==> src/rtl/fisr_pkg.sv <==
// fisr_pkg: constants and types shared by the fast-inverse-square-root datapath.
package fisr_pkg;
    localparam int          FRAC_BITS   = 23;
    localparam int          FLOAT_BIAS  = 127;
    localparam logic [31:0] MAGIC_CONST = 32'h5f3759df;
    localparam logic [30:0] THREE_HALFS = 31'h0C00000;
    typedef enum logic [1:0] {F2X_IDLE, F2X_NORM, F2X_ROUND, F2X_PACK} f2x_state_t;
endpackage

==> src/rtl/rne_round_pack.sv <==
// rne_round_pack: round a normalised mantissa to nearest-even and pack a positive single float.
module rne_round_pack (
    input  logic [29:0] mant,
    input  logic [7:0]  exp,
    input  logic        zero,
    output logic [31:0] packed_o
);
    logic        up;
    logic [23:0] sum;
    assign up       = mant[6] & ((|mant[5:0]) | mant[7]);
    assign sum      = {1'b0, mant[29:7]} + {23'b0, up};
    // A carry out of the fraction leaves sum[22:0] all zero, so only the exponent moves.
    assign packed_o = zero ? 32'h0 : {1'b0, exp + {7'b0, sum[23]}, sum[22:0]};
endmodule

==> src/rtl/fixed_to_float.sv <==
// fixed_to_float: iterative Q8.23 unsigned fixed-point to IEEE-754 single converter.
module fixed_to_float
    import fisr_pkg::*;
#(
    parameter int IN_W   = 31,
    parameter int F_BITS = FRAC_BITS
) (
    input  logic            clk,
    input  logic            reset,
    input  logic            start,
    input  logic [IN_W-1:0] fixed_in,
    output logic            ready_out,
    output logic [31:0]     float_out,
    output logic            busy
);
    localparam logic [7:0] EXP_TOP = 8'(FLOAT_BIAS + IN_W - 1 - F_BITS);
    f2x_state_t      state_q, state_d;
    logic [IN_W-1:0] mant_q, mant_d;
    logic [4:0]      lz_q, lz_d;
    logic            zero_q, zero_d, ready_q, ready_d;
    logic [31:0]     res_q, res_d, float_q, float_d, pk;
    rne_round_pack u_rp (
        .mant     (mant_q[29:0]),
        .exp      (EXP_TOP - {3'b0, lz_q}),
        .zero     (zero_q),
        .packed_o (pk)
    );
    always_comb begin
        state_d = state_q;
        mant_d  = mant_q;
        lz_d    = lz_q;
        zero_d  = zero_q;
        res_d   = res_q;
        float_d = float_q;
        ready_d = 1'b0;
        case (state_q)
            F2X_IDLE: if (start) begin
                mant_d  = fixed_in;
                lz_d    = '0;
                zero_d  = 1'b0;
                state_d = F2X_NORM;
            end
            F2X_NORM: if (mant_q == '0) begin
                zero_d  = 1'b1;
                state_d = F2X_PACK;
            end else if (mant_q[IN_W-1]) begin
                state_d = F2X_ROUND;
            end else begin
                mant_d = mant_q << 1;
                lz_d   = lz_q + 5'd1;
            end
            F2X_ROUND: begin
                res_d   = pk;
                state_d = F2X_PACK;
            end
            F2X_PACK: begin
                float_d = zero_q ? 32'h0 : res_q;
                ready_d = 1'b1;
                state_d = F2X_IDLE;
            end
            default: state_d = F2X_IDLE;
        endcase
    end
    always_ff @(posedge clk) begin
        if (reset) begin
            state_q <= F2X_IDLE;
            mant_q  <= '0;
            lz_q    <= '0;
            zero_q  <= 1'b0;
            res_q   <= '0;
            float_q <= '0;
            ready_q <= 1'b0;
        end else begin
            state_q <= state_d;
            mant_q  <= mant_d;
            lz_q    <= lz_d;
            zero_q  <= zero_d;
            res_q   <= res_d;
            float_q <= float_d;
            ready_q <= ready_d;
        end
    end
    assign ready_out = ready_q;
    assign float_out = float_q;
    assign busy      = state_q != F2X_IDLE;
endmodule
==> config.mk <==
export PLATFORM = sky130hd
export DESIGN_NAME = fixed_to_float
export DESIGN_NICKNAME = d
export VERILOG_FILES = /design/src/rtl/fisr_pkg.sv /design/src/rtl/rne_round_pack.sv /design/src/rtl/fixed_to_float.sv
export SDC_FILE = /design/constraint.sdc
export NUM_CORES = 1
export LEC_CHECK = 0
export CAP_MARGIN = 20
export CORE_ASPECT_RATIO = 1.25
export CORE_MARGIN = 3
export CORE_UTILIZATION = 43
export DETAILED_ROUTE_END_ITERATION = 6
export PLACE_DENSITY = 0.69
export SLEW_MARGIN = 20
export SYNTH_ARGS = -nofsm -noshare
export SYNTH_HDL_FRONTEND = slang
export SYNTH_HIERARCHICAL = 1
export SYNTH_SLANG_ARGS = --single-unit
==> constraint.sdc <==
create_clock -name clk -period 2.9 [get_ports clk]
set_input_delay 0.58 -clock clk [delete_from_list [all_inputs] [get_ports clk]]
set_output_delay 0.58 -clock clk [all_outputs]
set_load 0.05 [all_outputs]
==> results of run 1 <==
-- through the flow --
step	setup WS, ps	total power, mW
6_report	279	5.62
5_1_grt	88.8	5.99
4_1_cts	299	5.65
3_5_place_dp	269	4.41
3_3_place_gp	362	4.31
2_1_floorplan	613	3.94
-- layout make-up --
type	instances	area (um2)	area share
Inverter	10	37.5	0.00576
Clock buffer	9	225	0.0345
Tap cell	164	205	0.0315
Sequential cell	104	2080	0.319
Clock inverter	7	77.6	0.0119
Multi-Input combinational cell	460	3120	0.479
Timing Repair Buffer	77	768	0.118
-- cell usage after synthesis (7+ instances only) --
master and n:
a2111oi_2 29, inv_1 10, dfxtp_1 104, buf_2 12, mux2i_1 62, buf_6 7
a21oi_1 48, nand2b_1 11, o21ai_0 11, nor2b_1 35, xnor2_1 11, nand2_1 11
nor2_1 117, clkbuf_1 23, nand3_1 13, xor2_1 7, ha_1 9, nor4_1 11
nor3_1 34
-- final timing paths --
check,start,slack (ps),to
max,mant_q[9],280,res_q[30]
min,float_out[31],470,float_out[31]
max reg2reg,mant_q[9],280,res_q[30]
min reg2reg,float_out[31],470,float_out[31]
-- power groups by stage --
| stage | logic (mW) | registers [mW] | clock network, mW |
|---|---|---|---|
| 5_1_grt | 2.58 | 2.07 | 1.33 |
| 4_1_cts | 2.36 | 2.02 | 1.27 |
| 3_5_place_dp | 2.35 | 2.06 | 0 |
| 2_1_floorplan | 1.98 | 1.96 | 0 |
| 3_3_place_gp | 2.27 | 2.04 | 0 |
| 6_report | 2.35 | 2.02 | 1.24 |
-- registers in the layout, indices dropped and copies added, names as in the netlist --
signal,cells
zero_q,1
ready_out,1
mant_q,31
lz_q,5
state_q,2
res_q,32
float_out,32
-- logic make-up (layout without fill, tap and decap cells) --
kind of cell               after synthesis  count (layout)
buffers and inverters                   54             103
and+or+nand+nor                        268             268
adders and majority gates                9               9
other                                    1               1
xor gates and xnor gates                18              18
DFF                                    104             104
muxes                                   64              64
AOI/OAI and AO/OA                      100             100
-- layer usage --
layer | wire [um] | track usage | up-vias
met5 | 0 | 0 | -
met4 | 208 | 0.0647 | 0
met3 | 422 | 0.0274 | 19
met2 | 6230 | 0.311 | 90
met1 | 5770 | 0.242 | 2127
li1 | - | - | 2279
-- critical path, delay by kind of cell, from the launching register on --
kind | cells | cell delay (ps)
simple gates | 8 | 1510
flops | 1 | 510
fa+ha+maj | 1 | 180
xor+xnor | 1 | 140
mux | 1 | 140
==> impl_metrics.env, run 1 <==
export IMPL_outcome="complete, no violations"
export IMPL_coreArea_um2=12300
export IMPL_cts_setup_buffers=0
export IMPL_power_density_nw_per_um2=861
export IMPL_yosys_area_share_xor_xnor=0.0289
export IMPL_cts_resized=0
export IMPL_synth_top_flop_cell="dfxtp_1"
export IMPL_placement_io_buffers=67
export IMPL_clk_pin_slew_ps=70
export IMPL_drtIter0Drc=167
export IMPL_area_growth_pct=19.3
export IMPL_intPower_mw=3.34
export IMPL_drt_pass1_iter_count=4
export IMPL_cts_sinks=104
export IMPL_final_setup_tns_ps=0
export IMPL_dp_cells=815
export IMPL_fmax_mhz=382
export IMPL_synth_area_um2=5460
export IMPL_cts_tree="done"
export IMPL_cp_required_ps=3130
export IMPL_final_layout_size_suffix_gt1_frac=0.106
export IMPL_comb_power_share=0.419
export IMPL_synth_top_family_by_area="simple AND/OR/NAND/NOR gates"
export IMPL_grt_pass1_vias=4493
export IMPL_nets=705
export IMPL_route_detailed_drc=0
export IMPL_tightestPinTransition_ps=1000
export IMPL_start_kind="register"
export IMPL_slowest_stage="nor4_1"
export IMPL_die_area_um2=14100
export IMPL_cts_max_level=3
export IMPL_max_stage_delay_ps=520
export IMPL_placed_area_um2=6220
export IMPL_ys_types=50
export IMPL_syn_avg_cell_area_um2=8.84
export IMPL_rows=45
export IMPL_clock_root_buffer="clkbuf_16"
export IMPL_pin_count=68
export IMPL_synth_top_cells_by_area="dfxtp_1, mux2i_1, nor2_1"
export IMPL_stdcell_area_um2=6520
export IMPL_instances_no_fill=831
export IMPL_critPathMostFrequentCell="nor2_1"
export IMPL_yosys_area_top_type="dfxtp_1"
export IMPL_post_route_period_util=0.904
export IMPL_p_sw_frac=0.404
export IMPL_hold_viol=0
export IMPL_hpwl_um=8690
export IMPL_initial_utilization=0.445
export IMPL_final_util=0.531
export IMPL_cts_hold_buf=0
export IMPL_yosysSeqAreaShare=0.381
export IMPL_finalSetupViolCount=0
export IMPL_synthArstFlopShare=0
export IMPL_synthMuxAreaShare=0.118
export IMPL_synthAdderAreaFrac=0.0206
export IMPL_cts_made_buffers=9
export IMPL_min_period_ps=2620
export IMPL_seqPwrFrac=0.360
export IMPL_grt_ovfl_total=0
export IMPL_wl_um=12600
export IMPL_synth_top_area_frac=0.381
export IMPL_hold_path_depth=2
export IMPL_yosys_warnings=6
export IMPL_power_switching_mw=2.27
export IMPL_viasPerCell=5.43
export IMPL_worstSetupEndpointType="register"
export IMPL_track_usage=0.185
export IMPL_cp_max_fo=7
export IMPL_timing_hold_ws_ps=471
export IMPL_ant_nets=0
export IMPL_grt_pass1_wl_um=21800
export IMPL_insertion_delay_ps=340
export IMPL_slew_headroom=0.333
export IMPL_synth_compound_area_frac=0.152
export IMPL_finalClockSkew_ps=7.96
export IMPL_die_y_um=132
export IMPL_routabilityCongestion=0.885
export IMPL_cp_arrival_ps=2850
export IMPL_rsz0062_at_grt="false"
export IMPL_synth_cells=618
export IMPL_yosys_register_bits=104
export IMPL_clkPwrFrac=0.220
export IMPL_path_class="reg2reg"
export IMPL_path_cells="nand4_2 > nor4_1 > nand3_1 > nor2_1 > ha_1 > and3_1 > nand3_1 > xor2_1 > nor2_1 > mux2i_1 > nor2_1"
export IMPL_clockBufferDepth=2
export IMPL_synth_edf_count=0
export IMPL_dieWidth_um=107
export IMPL_hp_class="reg2reg"
export IMPL_final_max_slew_viol_count=0
export IMPL_r2r_cells=11
export IMPL_yosys_area_share_simple=0.248
export IMPL_layout_commonest_cell="nor2_1"
export IMPL_cap_violations=0
export IMPL_ir_drop_v=0.000493
export IMPL_antenna_found_initial=0
export IMPL_fill_cells=1183
export IMPL_via_count=4515
export IMPL_avgRoutedWirePerCell_um=15.2
export IMPL_p_leak_nw=2.31
export IMPL_grt_max_degree=74
export IMPL_diodes=0
export IMPL_final_cell_mix="nor2_1, dfxtp_1, clkdlybuf4s50_1"
export IMPL_syn_nets=661
No activity file was read; power rests on OpenSTA's default activity.
==> run 2: changes to the inputs <==
--- a/config.mk
+++ b/config.mk
@@ -12,5 +12,4 @@
 export DETAILED_ROUTE_END_ITERATION = 6
 export PLACE_DENSITY = 0.69
-export SLEW_MARGIN = 20
 export SYNTH_ARGS = -nofsm -noshare
 export SYNTH_HDL_FRONTEND = slang
==> constraint.sdc (replaced) <==
create_clock -name clk -period 2.9 [get_ports clk]
set_input_delay 0.58 -clock clk [delete_from_list [all_inputs] [get_ports clk]]
set_output_delay 0.58 -clock clk [all_outputs]
set_load 0.01 [all_outputs]
==> run 2 against run 1 <==
Combinational power is 2% lower; critical path type unchanged; worst setup slack better by 57 ps; sequential power hardly changed; largest cell class unchanged; critical endpoint unchanged; sequential share of layout area hardly changed; clock-buffer cell count stayed put; wire length is 0.78% lower; sequential cell count stayed put; highest routed layer unchanged; utilization is 0.082 points higher; clock skew is 2.0 ps higher.
==> impl_metrics.env, run 2 (same netlist as run 1, synthesis figures left out) <==
export IMPL_finalClockSkew_ps=9.99
export IMPL_ir_drop_v=0.000521
export IMPL_power_switching_mw=2.23
export IMPL_outcome="complete, no violations"
export IMPL_cp_max_fo=7
export IMPL_pin_count=68
export IMPL_drt_pass1_iter_count=4
export IMPL_dp_cells=816
export IMPL_seqCellArea_um2=2080
export IMPL_final_cell_mix="nor2_1, dfxtp_1, clkdlybuf4s50_1"
export IMPL_intPower_mw=3.35
export IMPL_final_setup_tns_ps=0
export IMPL_tightestPinTransition_ps=998
export IMPL_cts_hold_buf=0
export IMPL_path_class="reg2reg"
export IMPL_slew_headroom=0.334
export IMPL_die_y_um=132
export IMPL_hpwl_um=8720
export IMPL_clock_root_buffer="clkbuf_16"
export IMPL_cts_setup_buffers=0
export IMPL_dieWidth_um=107
export IMPL_ant_nets=0
export IMPL_comb_power_share=0.414
export IMPL_rsz0062_at_grt="false"
export IMPL_seqPwrFrac=0.364
export IMPL_clockBufferDepth=2
export IMPL_clkPwrFrac=0.223
export IMPL_antenna_found_initial=0
export IMPL_instances_no_fill=832
export IMPL_grt_ovfl_total=0
export IMPL_track_usage=0.184
export IMPL_final_layout_size_suffix_gt1_frac=0.108
export IMPL_post_route_period_util=0.884
export IMPL_cp_required_ps=3130
export IMPL_placement_io_buffers=67
export IMPL_via_count=4553
export IMPL_drtIter0Drc=173
export IMPL_multi_input_area_um2=3120
export IMPL_r2r_cells=11
export IMPL_finalSetupViolCount=0
export IMPL_cp_arrival_ps=2800
export IMPL_area_growth_pct=19.5
export IMPL_cts_made_buffers=9
export IMPL_power_density_nw_per_um2=854
export IMPL_avgRoutedWirePerCell_um=15.1
export IMPL_route_detailed_drc=0
export IMPL_final_max_slew_viol_count=0
export IMPL_timing_hold_ws_ps=471
export IMPL_routabilityCongestion=0.885
export IMPL_min_period_ps=2560
export IMPL_diodes=0
export IMPL_cts_resized=0
export IMPL_grt_max_degree=74
export IMPL_hold_path_depth=2
export IMPL_cts_tree="done"
export IMPL_p_sw_frac=0.400
export IMPL_grt_pass1_vias=4475
export IMPL_fmax_mhz=390
export IMPL_fill_cells=1168
export IMPL_p_leak_nw=2.32
export IMPL_viasPerCell=5.47
export IMPL_insertion_delay_ps=350
export IMPL_layout_commonest_cell="nor2_1"
export IMPL_cts_max_level=3
export IMPL_nets=706
export IMPL_start_kind="register"
export IMPL_die_area_um2=14100
export IMPL_initial_utilization=0.445
export IMPL_grt_pass1_wl_um=21500
export IMPL_cap_violations=0
export IMPL_hp_class="reg2reg"
export IMPL_worstSetupEndpointType="register"
export IMPL_clk_pin_slew_ps=70
export IMPL_final_util=0.532
export IMPL_hold_viol=0
export IMPL_coreArea_um2=12300
export IMPL_wl_um=12500
export IMPL_cts_sinks=104
export IMPL_rows=45
[run 2: per-layer routing]
metal | wire, um | GRT usage | up-vias
met2 | 6190 | 0.310 | 83
li1 | - | - | 2288
met4 | 193 | 0.0640 | 0
met3 | 469 | 0.0333 | 19
met1 | 5680 | 0.236 | 2163
met5 | 0 | 0 | -
[run 2: worst paths after layout]
path,slack [ps],start,end
max reg2reg,340,mant_q[9],res_q[30]
max,340,mant_q[9],res_q[30]
min,470,float_out[31],float_out[31]
min reg2reg,470,float_out[31],float_out[31]
[run 2: critical path: stages, from the launching register on]
cell and delay [ps]:
dfxtp_1 510, nand4_2 280, nor4_1 460, nand3_1 130, nor2_1 150, ha_1 190
and3_1 220, nand3_1 120, xor2_1 150, nor2_1 60, mux2i_1 140, nor2_1 50
[run 2: power by group through the flow]
stage                     Sequential [mW]  Clock (mW)  Combinational [mW]
after floorplan                      1.95           0                1.95
after detailed placement             2.06           0                2.31
after global routing                 2.07        1.32                2.54
final                                2.03        1.24                2.31
after global placement               2.04           0                2.23
after CTS                            2.02        1.27                2.32
[run 2: final cells by class]
cell class | count | share of cell area
multi-input cells | 460 | 0.478
inverters | 10 | 0.00575
well taps | 164 | 0.0314
flip-flops and latches | 104 | 0.319
clock buffers | 9 | 0.0345
repair buffers | 78 | 0.120
clock inverters | 7 | 0.0119
[run 2: metrics by stage]
step / instance area, um2 / total power, mW / setup slack [ps]
finish: 6530 / 5.58 / 336
floorplan: 5460 / 3.89 / 613
global placement: 6210 / 4.27 / 362
CTS: 6530 / 5.61 / 352
global route: 6530 / 5.93 / 68.7
detailed placement: 6230 / 4.37 / 268
